`src/rtl/neo_pbus_pkg.sv`:
```
// Shared defaults for the P-bus latch controller: address widths, FIFO depth,
// synchroniser length and the sticky-overflow bit layout.
package neo_pbus_pkg;

  localparam int unsigned C_WIDTH_DEF     = 20;
  localparam int unsigned S_WIDTH_DEF     = 16;
  localparam int unsigned DEPTH_DEF       = 4;
  localparam int unsigned SYNC_STAGES_DEF = 2;

  localparam int unsigned OVF_C_BIT = 0;
  localparam int unsigned OVF_S_BIT = 1;

  // Clear first, then let a same-edge overflow set its bit again
  function automatic logic [1:0] ovf_next(input logic [1:0] ovf,
                                          input logic       clr,
                                          input logic       c_drop,
                                          input logic       s_drop);
    logic [1:0] nx;
    nx            = clr ? 2'b00 : ovf;
    nx[OVF_C_BIT] = nx[OVF_C_BIT] | c_drop;
    nx[OVF_S_BIT] = nx[OVF_S_BIT] | s_drop;
    return nx;
  endfunction

endpackage

```
`src/rtl/pbus_req_fifo.sv`:
```
// Request FIFO with registered valid/head; push and pop may share an edge at
// any fill level, a push into a full FIFO without pop is dropped.
module pbus_req_fifo #(
  parameter int unsigned WIDTH = 8,
  parameter int unsigned DEPTH = 4
) (
  input  logic             clk,
  input  logic             reset,
  input  logic             push,
  input  logic [WIDTH-1:0] din,
  input  logic             ready,
  output logic             valid,
  output logic [WIDTH-1:0] dout,
  output logic             drop_c
);

  localparam int unsigned AW = $clog2(DEPTH);
  localparam int unsigned CW = $clog2(DEPTH + 1);

  logic [WIDTH-1:0] mem [DEPTH];
  logic [AW-1:0]    rd_ptr, wr_ptr, rd_ptr_nx, wr_ptr_nx;
  logic [CW-1:0]    count, count_nx;
  logic             full, pop, wr_en;
  logic [WIDTH-1:0] head_nx;

  always_comb begin
    full      = (count == CW'(DEPTH));
    pop       = valid & ready;
    wr_en     = push & (~full | pop);
    drop_c    = push & full & ~pop;
    rd_ptr_nx = pop   ? rd_ptr + AW'(1) : rd_ptr;
    wr_ptr_nx = wr_en ? wr_ptr + AW'(1) : wr_ptr;
    count_nx  = count;
    if (wr_en && !pop) begin
      count_nx = count + CW'(1);
    end else if (pop && !wr_en) begin
      count_nx = count - CW'(1);
    end
    // The incoming word becomes head when it lands exactly where the read pointer goes
    head_nx = (wr_en && (wr_ptr == rd_ptr_nx)) ? din : mem[rd_ptr_nx];
  end

  always_ff @(posedge clk) begin
    if (reset) begin
      rd_ptr <= '0;
      wr_ptr <= '0;
      count  <= '0;
      valid  <= 1'b0;
      dout   <= '0;
    end else begin
      rd_ptr <= rd_ptr_nx;
      wr_ptr <= wr_ptr_nx;
      count  <= count_nx;
      valid  <= (count_nx != '0);
      dout   <= head_nx;
    end
  end

  always_ff @(posedge clk) begin
    if (wr_en) begin
      mem[wr_ptr] <= din;
    end
  end

endmodule

```
`src/rtl/pbus_latch_ctrl.sv`:
```
// Captures P-bus addresses on rising PCK1B/PCK2B strobes after synchronisation,
// holds the last value per channel and queues every capture for a consumer.
module pbus_latch_ctrl
  import neo_pbus_pkg::*;
#(
  parameter int unsigned C_WIDTH     = C_WIDTH_DEF,
  parameter int unsigned S_WIDTH     = S_WIDTH_DEF,
  parameter int unsigned DEPTH       = DEPTH_DEF,
  parameter int unsigned SYNC_STAGES = SYNC_STAGES_DEF
) (
  input  logic               CLK,
  input  logic               RESET,
  input  logic [C_WIDTH-1:0] PBUS,
  input  logic               PCK1B,
  input  logic               PCK2B,
  input  logic               S2H1,
  output logic [C_WIDTH-1:0] C_LATCH,
  output logic [S_WIDTH-1:0] S_LATCH,
  output logic               C_VALID,
  output logic [C_WIDTH-1:0] C_ADDR,
  input  logic               C_READY,
  output logic               S_VALID,
  output logic [S_WIDTH:0]   S_ADDR,
  input  logic               S_READY,
  output logic [1:0]         OVF,
  input  logic               OVF_CLR
);

  localparam int unsigned LAST = SYNC_STAGES - 1;
  localparam int unsigned WW   = $clog2(SYNC_STAGES + 1);
  localparam int unsigned DW   = SYNC_STAGES * C_WIDTH;

  logic [SYNC_STAGES-1:0]              pck1_sync, pck2_sync, s2h1_sync;
  logic [SYNC_STAGES-1:0][C_WIDTH-1:0] pbus_dly;
  logic [WW-1:0]                       warm_cnt;
  logic                                warm, c_prev, s_prev;
  logic                                c_evt_c, s_evt_c, c_drop_c, s_drop_c;
  logic [C_WIDTH-1:0]                  bus_d;
  logic [S_WIDTH:0]                    s_entry;

  // Edge detect only once the chains hold post-reset samples
  always_comb begin
    warm    = (warm_cnt == WW'(SYNC_STAGES));
    bus_d   = pbus_dly[LAST];
    c_evt_c = warm & pck1_sync[LAST] & ~c_prev;
    s_evt_c = warm & pck2_sync[LAST] & ~s_prev;
    s_entry = {s2h1_sync[LAST], bus_d[S_WIDTH-1:0]};
  end

  always_ff @(posedge CLK) begin
    if (RESET) begin
      pck1_sync <= '0;
      pck2_sync <= '0;
      s2h1_sync <= '0;
      pbus_dly  <= '0;
      warm_cnt  <= '0;
      c_prev    <= 1'b1;
      s_prev    <= 1'b1;
      C_LATCH   <= '0;
      S_LATCH   <= '0;
      OVF       <= '0;
    end else begin
      pck1_sync <= SYNC_STAGES'({pck1_sync, PCK1B});
      pck2_sync <= SYNC_STAGES'({pck2_sync, PCK2B});
      s2h1_sync <= SYNC_STAGES'({s2h1_sync, S2H1});
      pbus_dly  <= DW'({pbus_dly, PBUS});
      if (!warm) begin
        warm_cnt <= warm_cnt + WW'(1);
      end
      // Holding prev high until warm means a strobe high at release is never an edge
      c_prev <= warm ? pck1_sync[LAST] : 1'b1;
      s_prev <= warm ? pck2_sync[LAST] : 1'b1;
      if (c_evt_c) begin
        C_LATCH <= bus_d;
      end
      if (s_evt_c) begin
        S_LATCH <= bus_d[S_WIDTH-1:0];
      end
      OVF <= ovf_next(OVF, OVF_CLR, c_drop_c, s_drop_c);
    end
  end

  pbus_req_fifo #(
    .WIDTH (C_WIDTH),
    .DEPTH (DEPTH)
  ) u_c_fifo (
    .clk    (CLK),
    .reset  (RESET),
    .push   (c_evt_c),
    .din    (bus_d),
    .ready  (C_READY),
    .valid  (C_VALID),
    .dout   (C_ADDR),
    .drop_c (c_drop_c)
  );

  pbus_req_fifo #(
    .WIDTH (S_WIDTH + 1),
    .DEPTH (DEPTH)
  ) u_s_fifo (
    .clk    (CLK),
    .reset  (RESET),
    .push   (s_evt_c),
    .din    (s_entry),
    .ready  (S_READY),
    .valid  (S_VALID),
    .dout   (S_ADDR),
    .drop_c (s_drop_c)
  );

endmodule

```
`config.mk`:
```
export PLATFORM = sky130hd
export DESIGN_NAME = pbus_latch_ctrl
export DESIGN_NICKNAME = d
export VERILOG_FILES = /design/src/rtl/neo_pbus_pkg.sv /design/src/rtl/pbus_req_fifo.sv /design/src/rtl/pbus_latch_ctrl.sv
export SDC_FILE = /design/constraint.sdc
export NUM_CORES = 1
export LEC_CHECK = 0
export ABC_CLOCK_PERIOD_IN_PS = 5400
export BUFFER_PORTS_ARGS = -buffer_cell sky130_fd_sc_hd__clkbuf_2
export CAP_MARGIN = 20
export CORE_MARGIN = 2
export CORE_UTILIZATION = 45
export CTS_CLUSTER_DIAMETER = 40
export DETAILED_ROUTE_END_ITERATION = 10
export SYNTH_ARGS = -nofsm -noshare
export SYNTH_HDL_FRONTEND = slang
export SYNTH_SLANG_ARGS = --single-unit
```
`constraint.sdc`:
```
create_clock -name CLK -period 5.4 [get_ports CLK]
set_clock_uncertainty 0.1 [all_clocks]
set_input_delay 0.54 -clock CLK [delete_from_list [all_inputs] [get_ports CLK]]
set_output_delay 0.54 -clock CLK [all_outputs]
set_load 0.02 [all_outputs]
```
==> results.txt <==
----------------------------------------------------
[Final layout]
  Area Growth Syn to Fin ... 16.9%
  Commonest non-fill, non-tap cell in the layout ... edfxtp_1
  Final Cell Area ... 0.0137 sq mm
  Layout fillers ... 2188
  # nets final ... 1093
  Commonest non-fill, non-tap cells in the layout ... edfxtp_1 (148), dfxtp_1 (139), clkbuf_2 (103)
  Finished Core Util ... 53.1%
  Number of antenna diodes ... 0
  Share of cells above drive strength 1 ... 19.4%

[Yosys]
  Post-synth EDFFs ... 148
  Sequential element share of the synthesized area ... 62.1%
  Gate Count Post-Synth ... 979
  Synth Cell Area ... 0.0117 sq mm
  Warning count from the yosys run ... 0
  Synth async-reset ratio ... 0%
  Synthesis-stage register bit count ... 289
  Ys flop type ... edfxtp_1
  Netlist cell types ... 48
  Syn_nets ... 1022
  Post-synthesis area per instance ... 11.9 sq um

[Clocking]
  Buffers from clock root to sink, at most ... 3
  # clock sinks ... 289
  Number of buffers inserted during clock tree synthesis ... 38
  Hold bufs inserted after CTS ... 0
  Latest clock arrival within the worst-skew pair ... 0.50 ns
  Clock transition at the registers of the reported paths ... 0.05 ns
  Count of cells resized by post-cts repair ... 0
  Root buffer cell ... clkbuf_16
  CTS tree ... built
  Post-CTS setup-driven buffer insertion count ... 0
  H-Tree Level Count ... 2

[Floorplan]
  Row count ... 59
  Area inside the core boundary ... 0.0258 sq mm
  Initial core utilization ... 45.4%
  DIE AREA ... 0.0273 sq mm
  Die Wd ... 165 um
  DIE HEIGHT ... 165 um
  I/O pins ... 105

[Route]
  Post-route DRC ... 0
  Routed vias ... 8002
  Antenna-violating nets left ... 0
  Initial DRC count ... 766
  Wire length after detailed routing ... 28600 um
  Detailed-routing iteration count for the pre-antenna-repair pass ... 5
  Mean routed wirelength per cell ... 20.2 um
  Vias per inst ... 5.66

[Global routing]
  Largest net degree at the start of global routing ... 84
  Met2 Use GR ... 30.9%
  First-pass GRT wire length ... 43500 um
  Aggregate global-route resource usage ... 21.1%
  GR met3 Demand/Resource ... 4.07%
  Grt ovf ... 0
  GRT met1 Usage ... 31.9%
  Number of global-route vias before repair ... 7416
  Top Usage Layer GRT ... met1
  Antenna violations before repair ... 1

[Place]
  Post-DP HPWL ... 17100 um
  Post-place instance area ... 0.0124 sq mm
  Number of port buffers ... 104
  Final weighted congestion in routability-driven placement ... 0.788

[Timing]
  Accumulated negative setup slack ... 0 ns
  Setup repair after global routing missed its margin ... no
  Clock period minus final worst setup slack ... 2.99 ns
  Least-Margin Pin Slew ... 1.03 ns
  Final Hold Violating Endpoints ... 0
  Slew margin rel. ... 31.0%
  Max-slew violation total from the final report ... 0
  Upper clock frequency limit ... 335 MHz
  Setup violators final ... 0
  Final period utilization ... 55.3%

[Worst setup path]
  Worst Setup Path Type ... register to register
  Worst EP arrival ... 3.00 ns
  Required time worst endpoint ... 5.41 ns
  Endpoint kind of the worst setup timing path ... register
  Peak fanout along the critical path ... 26
  Critical path startpoint category ... register

[Power]
  Total power density per cell area ... 423 mW/mm^2
  IR drop worst, VDD ... 0.241 mV
  Leak pwr ... 4.90 nW

[Status]
  Status ... completed

[Run]
  Max Cap Viol ... 0

[Hold path]
  Path type of the worst min-delay path ... primary input to register

----------------------------------------------------
[power by group]
part / leakage (nW) / internal, mW / switching [mW]
combinational: 1.76 / 0.285 / 0.507
clock: 0.622 / 1.56 / 0.930
sequential: 2.52 / 2.40 / 0.104
total: 4.90 / 4.25 / 1.54
[cell families (layout without fill, tap and decap cells)]
kind of cell	after synthesis	count (layout)	share of synthesized area, %
flip-flops	289	289	62.1
AND/OR/NAND/NOR	275	275	12.6
AO/OA/AOI/OAI	238	238	15.2
buffers and inverters	117	217	4.11
multiplexers	37	37	3.67
adder cells (fa/ha/maj)	15	15	1.60
XOR/XNOR	8	8	0.759
[cell usage after synthesis, drive strengths merged, types with 3 or more instances]
master	instances	area share (%)
a221oi	20	1.5
and2	11	0.59
nor2b	81	4.3
xnor2	6	0.61
o221ai	34	2.5
o21ai	23	0.98
a211oi	55	3.5
buf	28	1.3
nor3	5	0.21
mux2	17	2.0
mux2i	20	1.7
nand3	22	0.98
a311o	20	1.7
nand2	97	3.1
dfxtp	141	24
ha	15	1.6
clkbuf	58	1.9
inv	30	0.96
o311ai	20	1.5
edfxtp	148	38
a21oi	52	2.3
nor2	23	0.74
nand3b	3	0.19
a31oi	5	0.27
nand4b	26	1.9
[sequential cells by signal, summed over array words and instances, names as in the netlist, 3 cells and up]
register	count
u_s_fifo.dout	17
u_c_fifo.count	3
u_c_fifo.mem	80
u_c_fifo.dout	20
S_LATCH	16
u_s_fifo.count	3
bus_d	20
pbus_dly	20
C_LATCH	20
u_s_fifo.mem	68
[cell type report]
cell class / instances / area (sq um) / share of cell area (%)
Clock buffer: 49 / 1070 / 7.86
Clock inverter: 20 / 204 / 1.49
Inverter: 31 / 116 / 0.851
Multi-Input combinational cell: 573 / 3970 / 29.0
Sequential cell: 289 / 7270 / 53.2
Tap cell: 335 / 419 / 3.07
Timing Repair Buffer: 117 / 621 / 4.54
[metrics by stage]
stage	instances	total power, mW	hold slack, ns	setup WS (ns)
floorplan	979	3.10	0.314	3.06
global placement	1344	3.33	0.317	1.97
detailed placement	1345	3.34	0.320	2.09
CTS	1414	5.82	0.126	2.39
global route	1414	6.00	0.137	2.22
finish	1414	5.79	0.144	2.41
[layer usage]
| metal | routed length [um] | share of wire [%] |
|---|---|---|
| met3 | 1770 | 6.2 |
| met4 | 502 | 1.8 |
| met2 | 12500 | 44 |
| met1 | 13800 | 48 |
| met5 | 0 | 0 |
[path summary, 6_finish.rpt]
kind	start	to	slack, ns	depth (start not counted)
worst max-delay path	u_c_fifo.valid	u_c_fifo.mem[0][11]	2.41	4
worst min-delay path	PBUS[9]	pbus_dly[9]	0.14	2
worst min register to register	pbus_dly[19]	bus_d[19]	0.33	1
worst max register to register	u_c_fifo.valid	u_c_fifo.mem[0][11]	2.41	4
[worst max-delay path, cell delays in order (launching register included)]
cell and delay, ns:
dfxtp_1 0.95, and2_1 0.25, nor2_1 0.12, nor2_1 0.29
and2_1 0.87
Power figures use the tool's default switching activity.
